$ cat config.mk
export PLATFORM = sky130hd
export DESIGN_NAME = facto_seq_master
export DESIGN_NICKNAME = d
export VERILOG_FILES = /design/src/rtl/facto_seq_master.sv
export SDC_FILE = /design/constraint.sdc
export NUM_CORES = 1
export LEC_CHECK = 0
export ABC_AREA = 0
export CAP_MARGIN = 10
export CORE_MARGIN = 10
export CORE_UTILIZATION = 45
export CTS_BUF_LIST = sky130_fd_sc_hd__clkbuf_4
export DETAILED_ROUTE_END_ITERATION = 12
export GPL_TIMING_DRIVEN = 1
export PLACE_DENSITY = 0.83
export SYNTH_ARGS = -nofsm -noshare
export SYNTH_HDL_FRONTEND = slang
export SYNTH_SLANG_ARGS = --single-unit
$ cat constraint.sdc
create_clock -name clk -period 2.01 [get_ports clk]
set_input_delay 0.3015 -clock clk [delete_from_list [all_inputs] [get_ports clk]]
set_output_delay 0.3015 -clock clk [all_outputs]
set_load 0.01 [all_outputs]
$ cat src/rtl/facto_seq_master.sv
`default_nettype none
// ============================================================================
//  Module      : facto_seq_master
//  Description : Bus-master sequencer for the factorial core. It takes one
//                operand on a valid/ready request port, programs the core
//                over its sel/wr/addr/din slave port, waits for the core's
//                completion interrupt, reads the 128-bit result, clears the
//                core, and returns the result on a valid/ready response port.
//                Only one request is in flight at a time.
//  Option      : FACTO_SEQ_MASTER_TIMEOUT_EN enables a watchdog in WAIT that
//                abandons the operation after TIMEOUT_CYCLES cycles and
//                returns rsp_err=1 with a zero result.
//  Revision    : 1.0 - initial release
// ============================================================================
module facto_seq_master #(
    parameter logic [15:0] BASE_ADDR      = 16'h0000,
    parameter int          TIMEOUT_CYCLES = 1024
) (
    input  logic           clk,
    input  logic           reset_n,
    // request port
    input  logic           req_valid,
    output logic           req_ready,
    input  logic [63:0]    req_operand,
    // response port
    output logic           rsp_valid,
    input  logic           rsp_ready,
    output logic [127:0]   rsp_result,
    output logic           rsp_err,
    // core slave port
    output logic           m_sel,
    output logic           m_wr,
    output logic [15:0]    m_addr,
    output logic [63:0]    m_dout,
    input  logic [63:0]    m_din,
    input  logic           interrupt,
    // status
    output logic           busy
);

    // Core register offsets (64-bit registers, stride 8)
    localparam logic [15:0] OFF_OPSTART  = 16'h0000;
    localparam logic [15:0] OFF_OPCLEAR  = 16'h0008;
    localparam logic [15:0] OFF_INTREN   = 16'h0018;
    localparam logic [15:0] OFF_OPERAND  = 16'h0020;
    localparam logic [15:0] OFF_RESULT_H = 16'h0028;
    localparam logic [15:0] OFF_RESULT_L = 16'h0030;

    typedef enum logic [3:0] {
        S_INIT    = 4'd0,
        S_IDLE    = 4'd1,
        S_W_OPND  = 4'd2,
        S_W_START = 4'd3,
        S_WAIT    = 4'd4,
        S_R_H     = 4'd5,
        S_R_L     = 4'd6,
        S_W_STOP  = 4'd7,
        S_W_CLR   = 4'd8,
        S_W_UNCLR = 4'd9,
        S_RESP    = 4'd10
    } state_t;

    state_t       state;
    logic [63:0]  operand_q;

`ifdef FACTO_SEQ_MASTER_TIMEOUT_EN
    localparam int                WD_W    = (TIMEOUT_CYCLES > 1) ? $clog2(TIMEOUT_CYCLES) : 1;
    localparam logic [WD_W-1:0]   WD_LAST = WD_W'(TIMEOUT_CYCLES - 1);
    logic [WD_W-1:0] wdog;
`else
    // Without the watchdog a result can never be flagged invalid.
    assign rsp_err = 1'b0;
    logic unused_cfg;
    assign unused_cfg = (TIMEOUT_CYCLES == 0);
`endif

    // The operand write takes its data straight from req_operand at accept;
    // operand_q keeps a copy of the operand for the whole operation.
    logic unused_opnd;
    assign unused_opnd = ^operand_q;

    // Sequencer: every branch sets the registered outputs for the state it
    // moves to, so bus signals are valid for exactly the cycle spent in a
    // bus state. Bus strobes default low each cycle.
    always_ff @(posedge clk or negedge reset_n) begin
        if (!reset_n) begin
            state      <= S_INIT;
            req_ready  <= 1'b0;
            rsp_valid  <= 1'b0;
            rsp_result <= '0;
            m_sel      <= 1'b0;
            m_wr       <= 1'b0;
            m_addr     <= '0;
            m_dout     <= '0;
            busy       <= 1'b0;
            operand_q  <= '0;
`ifdef FACTO_SEQ_MASTER_TIMEOUT_EN
            rsp_err    <= 1'b0;
            wdog       <= '0;
`endif
        end else begin
            m_sel <= 1'b0;
            m_wr  <= 1'b0;
            case (state)
                S_INIT: begin
                    if (!m_sel) begin
                        // first cycle out of reset: issue intrEn=1
                        m_sel  <= 1'b1;
                        m_wr   <= 1'b1;
                        m_addr <= BASE_ADDR + OFF_INTREN;
                        m_dout <= 64'd1;
                        busy   <= 1'b1;
                    end else begin
                        state     <= S_IDLE;
                        req_ready <= 1'b1;
                        busy      <= 1'b0;
                    end
                end
                S_IDLE: begin
                    if (req_valid) begin
                        operand_q <= req_operand;
                        state     <= S_W_OPND;
                        req_ready <= 1'b0;
                        busy      <= 1'b1;
                        m_sel     <= 1'b1;
                        m_wr      <= 1'b1;
                        m_addr    <= BASE_ADDR + OFF_OPERAND;
                        m_dout    <= req_operand;
`ifdef FACTO_SEQ_MASTER_TIMEOUT_EN
                        rsp_err   <= 1'b0;
`endif
                    end
                end
                S_W_OPND: begin
                    state  <= S_W_START;
                    m_sel  <= 1'b1;
                    m_wr   <= 1'b1;
                    m_addr <= BASE_ADDR + OFF_OPSTART;
                    m_dout <= 64'd1;
                end
                S_W_START: begin
                    state <= S_WAIT;
`ifdef FACTO_SEQ_MASTER_TIMEOUT_EN
                    wdog  <= '0;
`endif
                end
                S_WAIT: begin
                    if (interrupt) begin
                        state  <= S_R_H;
                        m_sel  <= 1'b1;
                        m_addr <= BASE_ADDR + OFF_RESULT_H;
                    end
`ifdef FACTO_SEQ_MASTER_TIMEOUT_EN
                    else if (wdog == WD_LAST) begin
                        // give up: skip the reads, still stop and clear the core
                        state      <= S_W_STOP;
                        rsp_result <= '0;
                        rsp_err    <= 1'b1;
                        m_sel      <= 1'b1;
                        m_wr       <= 1'b1;
                        m_addr     <= BASE_ADDR + OFF_OPSTART;
                        m_dout     <= 64'd0;
                    end else begin
                        wdog <= wdog + 1'b1;
                    end
`endif
                end
                S_R_H: begin
                    rsp_result[127:64] <= m_din;
                    state  <= S_R_L;
                    m_sel  <= 1'b1;
                    m_addr <= BASE_ADDR + OFF_RESULT_L;
                end
                S_R_L: begin
                    rsp_result[63:0] <= m_din;
                    state  <= S_W_STOP;
                    m_sel  <= 1'b1;
                    m_wr   <= 1'b1;
                    m_addr <= BASE_ADDR + OFF_OPSTART;
                    m_dout <= 64'd0;
                end
                S_W_STOP: begin
                    state  <= S_W_CLR;
                    m_sel  <= 1'b1;
                    m_wr   <= 1'b1;
                    m_addr <= BASE_ADDR + OFF_OPCLEAR;
                    m_dout <= 64'd1;
                end
                S_W_CLR: begin
                    state  <= S_W_UNCLR;
                    m_sel  <= 1'b1;
                    m_wr   <= 1'b1;
                    m_addr <= BASE_ADDR + OFF_OPCLEAR;
                    m_dout <= 64'd0;
                end
                S_W_UNCLR: begin
                    state     <= S_RESP;
                    rsp_valid <= 1'b1;
                end
                S_RESP: begin
                    if (rsp_ready) begin
                        state     <= S_IDLE;
                        rsp_valid <= 1'b0;
                        req_ready <= 1'b1;
                        busy      <= 1'b0;
                    end
                end
                default: begin
                    state <= S_INIT;
                    busy  <= 1'b1;
                end
            endcase
        end
    end

endmodule
`default_nettype wire
==> impl_results.md, run 1 <==
- Vias in the first global route: 6656
- Postcts setup bufs: 0
- Post-route setup TNS: 0 ps
- Synth Register Bits: 204
- Top FF cell, synth: dfrtp_1
- Remaining design rule violation count: 0
- FMAX: 533 MHz
- Worst VDD drop: 1040 µV
- Top Ports: 347
- Gate count of the mapped netlist: approximately 640
- Largest net degree at the start of global routing: 65
- First-pass iteration count of the detailed router: 4
- Delay-heaviest family, CP: buffers and inverters
- Slowest-stage cell, CP: clkdlybuf4s50_1
- Fillers: 1342
- CTS H-Tree Depth: 2
- Routed wire per std cell: 19.0 µm
- Top area cells in the synthesized netlist: dfrtp_1 (60%), mux2_1 (14%), mux2i_1 (7.5%)
- Total Power: roughly 21 mW
- Share of post-route cells with drive strength above 1: 13.3%
- CTS Hold Bufs: 1
- Via count: 6169
- Port bufs: approximately 330
- Area of the multi-input gates: between 2000 and 3000 µm²
- Area after DPL: 12300 µm²
- Comb power frac: about half
- Part of the power in registers: 34.2%
- Post-route design area: around 13000 µm²
- Max clock buf depth: 3
- Worst EP arrival: about 1600 ps
- Core ar.: 18600 µm²
- Switching pwr: 7.33 mW
- Final Critical Period: 1880 ps
- Post-CTS resize count: 0
- CTS clk-pin slew, worst paths: 60 ps
- Post-synth top area share: roughly three fifths
- Clock Latency Late Sink: 630 ps
- Worst R2R Start: state[0]$_DFFE_PN0P_
- Syn-to-layout area delta: 51.2%
- Clock Sink Count: 204
- Internal Dissipation: 14.0 mW
- Initial antenna violation count: 1
- Hold Crit Class: in2async
- DRT antenna net count: 0
- Post-synth EDFFs: 0
- Reg2Reg Capture Point: rsp_result[2]$_DFFE_PN0P_
- Required time of the critical path: ~1700 ps
- Switching share of power: 34.3%
- Pwr Density: 1660 nW/µm²
- Flop2flop setup slack: 140 ps
- Synth area leader: dfrtp_1
- Final net count: 1156
- Post-Syn Area: 8510 µm²
- Async set-reset flop share out of synthesis: 100%
- Crit path kind: reg2out
- CP endpoint kind: output port
- Gr usage total: 19.0%
- Slew margin rel.: 60.9%
- Routed vias/inst: 4.80
- Die area: 24800 µm²
- Leakage Power: between 5 and 6 nW
- Congestion Overflow GR: 0
- Inst Count DP: approximately 1.2k
- Final HPWL from detailed placement: 18.9 mm
- Status: completed
- Die height: 157 µm
- Tcrit/Tclk final: 93.3%
- Clock root buffer master: clkbuf_4
- CP Launch Type: flip-flop
- Critical path buffer and inverter count: 1
- Post-synth cell types: 43
- Initial DRC Count: roughly 170
- Finished Layout Cells: 1286
- Worst-path cell chain: clkdlybuf4s50_1
- CTS tree: built
- FF-to-FF path depth: 5
- Clk_skew: around 30 ps
- Worst Tran Pin Value: ~590 ps
- Starting density of the core: between 40% and 50%
- Reg area: 5100 µm²
- GPL Wtd Cong: between 0.8 and 0.9
- Num CTS Buffers: 51
- Hold Slack: 217 ps
- Site Rows: 50
- Final Setup Violations: 0
- Synthesized area per cell: approximately 13 µm²
- Slew Viols, Final: 0
- Clock power share: 15.1%
- Max FO, Critical Path: 2
- RSZ-0062 raised after global routing: no
- Die W: between 150 and 200 µm
- Global-route wire length before repair: 37.1 mm
- Hold Vio Cnt, Final: 0
- Total wire length: between 20 and 25 mm
- Worst path max stage delay: roughly 600 ps
- YS warnings: 0
- Max-cap violations: 0
- Seq/Total Area, Yosys: between 60% and 70%
==> layout by cell type, fill, tap and decap left out, drive strengths merged <==
master	n
o22ai	1
diode	1
a2bb2oi	2
or4b	1
dfrtp	204
conb	14
xor2	1
o2111ai	1
o221a	1
nor4b	1
buf	33
or3b	1
mux2	129
xnor2	1
inv	68
o21ai	7
clkdlybuf4s50	331
clkbuf	70
o32a	1
nor2	12
nor3	2
nand2	70
a211oi	1
clkinv	10
nor2b	2
dlygate4sd3	1
nand4bb	1
a31oi	2
and3b	1
o211ai	1
nand3	2
nand2b	4
bufinv	1
a21oi	7
o21a	2
or3	1
mux2i	64
==> registers in the layout, indices dropped and copies added, names as in the netlist <==
name and cells:
rsp_result 128, m_dout 64, req_ready 1, state 4, busy 1, m_wr 1
rsp_valid 1, m_sel 1, m_addr 3
==> power by group through the flow <==
stage               clock (mW)  sequential [mW]  combinational [mW]
detailed placement           0             7.37                11.0
global route              3.59             7.58                11.5
floorplan                    0             8.16                4.28
CTS                       3.38             7.32                11.0
finish                    3.24             7.31                10.8
global placement             0             7.28                10.8
==> layout make-up <==
class	count	area share, %
Inverter	67	1.96
Multi-Input combinational cell	333	22.1
Tap cell	234	2.28
Timing Repair Buffer	366	29.3
Clock buffer	69	4.03
Sequential cell	204	39.7
Clock inverter	12	0.564
Antenna cell	1	0.0195
==> synth_stat cells (2+ instances only) <==
| cell type | n |
|---|---|
| mux2i_1 | 64 |
| inv_1 | 66 |
| o21ai_0 | 6 |
| o21a_1 | 2 |
| a31oi_1 | 2 |
| nor2b_1 | 2 |
| a21oi_1 | 6 |
| nand2_1 | 70 |
| nor2_1 | 10 |
| buf_4 | 28 |
| mux2_1 | 109 |
| mux2_2 | 20 |
| nand3_1 | 2 |
| buf_6 | 9 |
| buf_2 | 10 |
| dfrtp_1 | 204 |
| nand2b_4 | 3 |
==> per-layer routing <==
| metal | vias up | part of all wire (%) | track usage (%) |
|---|---|---|---|
| met3 | 46 | 8.0 | 6.09 |
| met2 | 215 | 52 | 33.8 |
| met5 | - | 0 | 0 |
| li1 | 2890 | - | - |
| met4 | 0 | 2.5 | 6.81 |
| met1 | 3018 | 37 | 20.7 |
==> cells by family after synthesis <==
logic type,synth area share [%]
XOR/XNOR,0.206
other,0.0441
buffers and inverters,7.25
multiplexers,24.6
AND/OR/NAND/NOR,5.66
flip-flops,60.0
AO/OA/AOI/OAI,2.22
==> metrics by stage <==
stage | utilization, % | setup slack (ps)
floorplan | - | 468
global placement | 65.8 | 147
detailed placement | 65.8 | 96.1
CTS | 69.0 | 56.5
global route | 69.0 | 35.8
finish | 69.0 | 134
==> how the worst max path moves through the flow <==
stage                                     from                        end  slack [ps]  cells after the start
CTS                 rsp_result[50]$_DFFE_PN0P_             rsp_result[50]          60                      1
global placement                     req_valid      m_dout[5]$_DFFE_PN0P_         150                      6
floorplan                 state[2]$_DFFE_PN0P_      m_dout[0]$_DFFE_PN0P_         470                      6
global route              state[0]$_DFFE_PN0P_  rsp_result[2]$_DFFE_PN0P_          40                      5
detailed placement                   req_valid     m_dout[18]$_DFFE_PN0P_         100                      6
finish              rsp_result[64]$_DFFE_PN0P_             rsp_result[64]         130                      1
(Power assumes the default switching activity.)
==> run 2: changes to the inputs <==
- CTS_CLUSTER_DIAMETER: not set -> 120
==> results of run 2 <==
No change in the layout: final DEF, timing and power equal those of run 1.
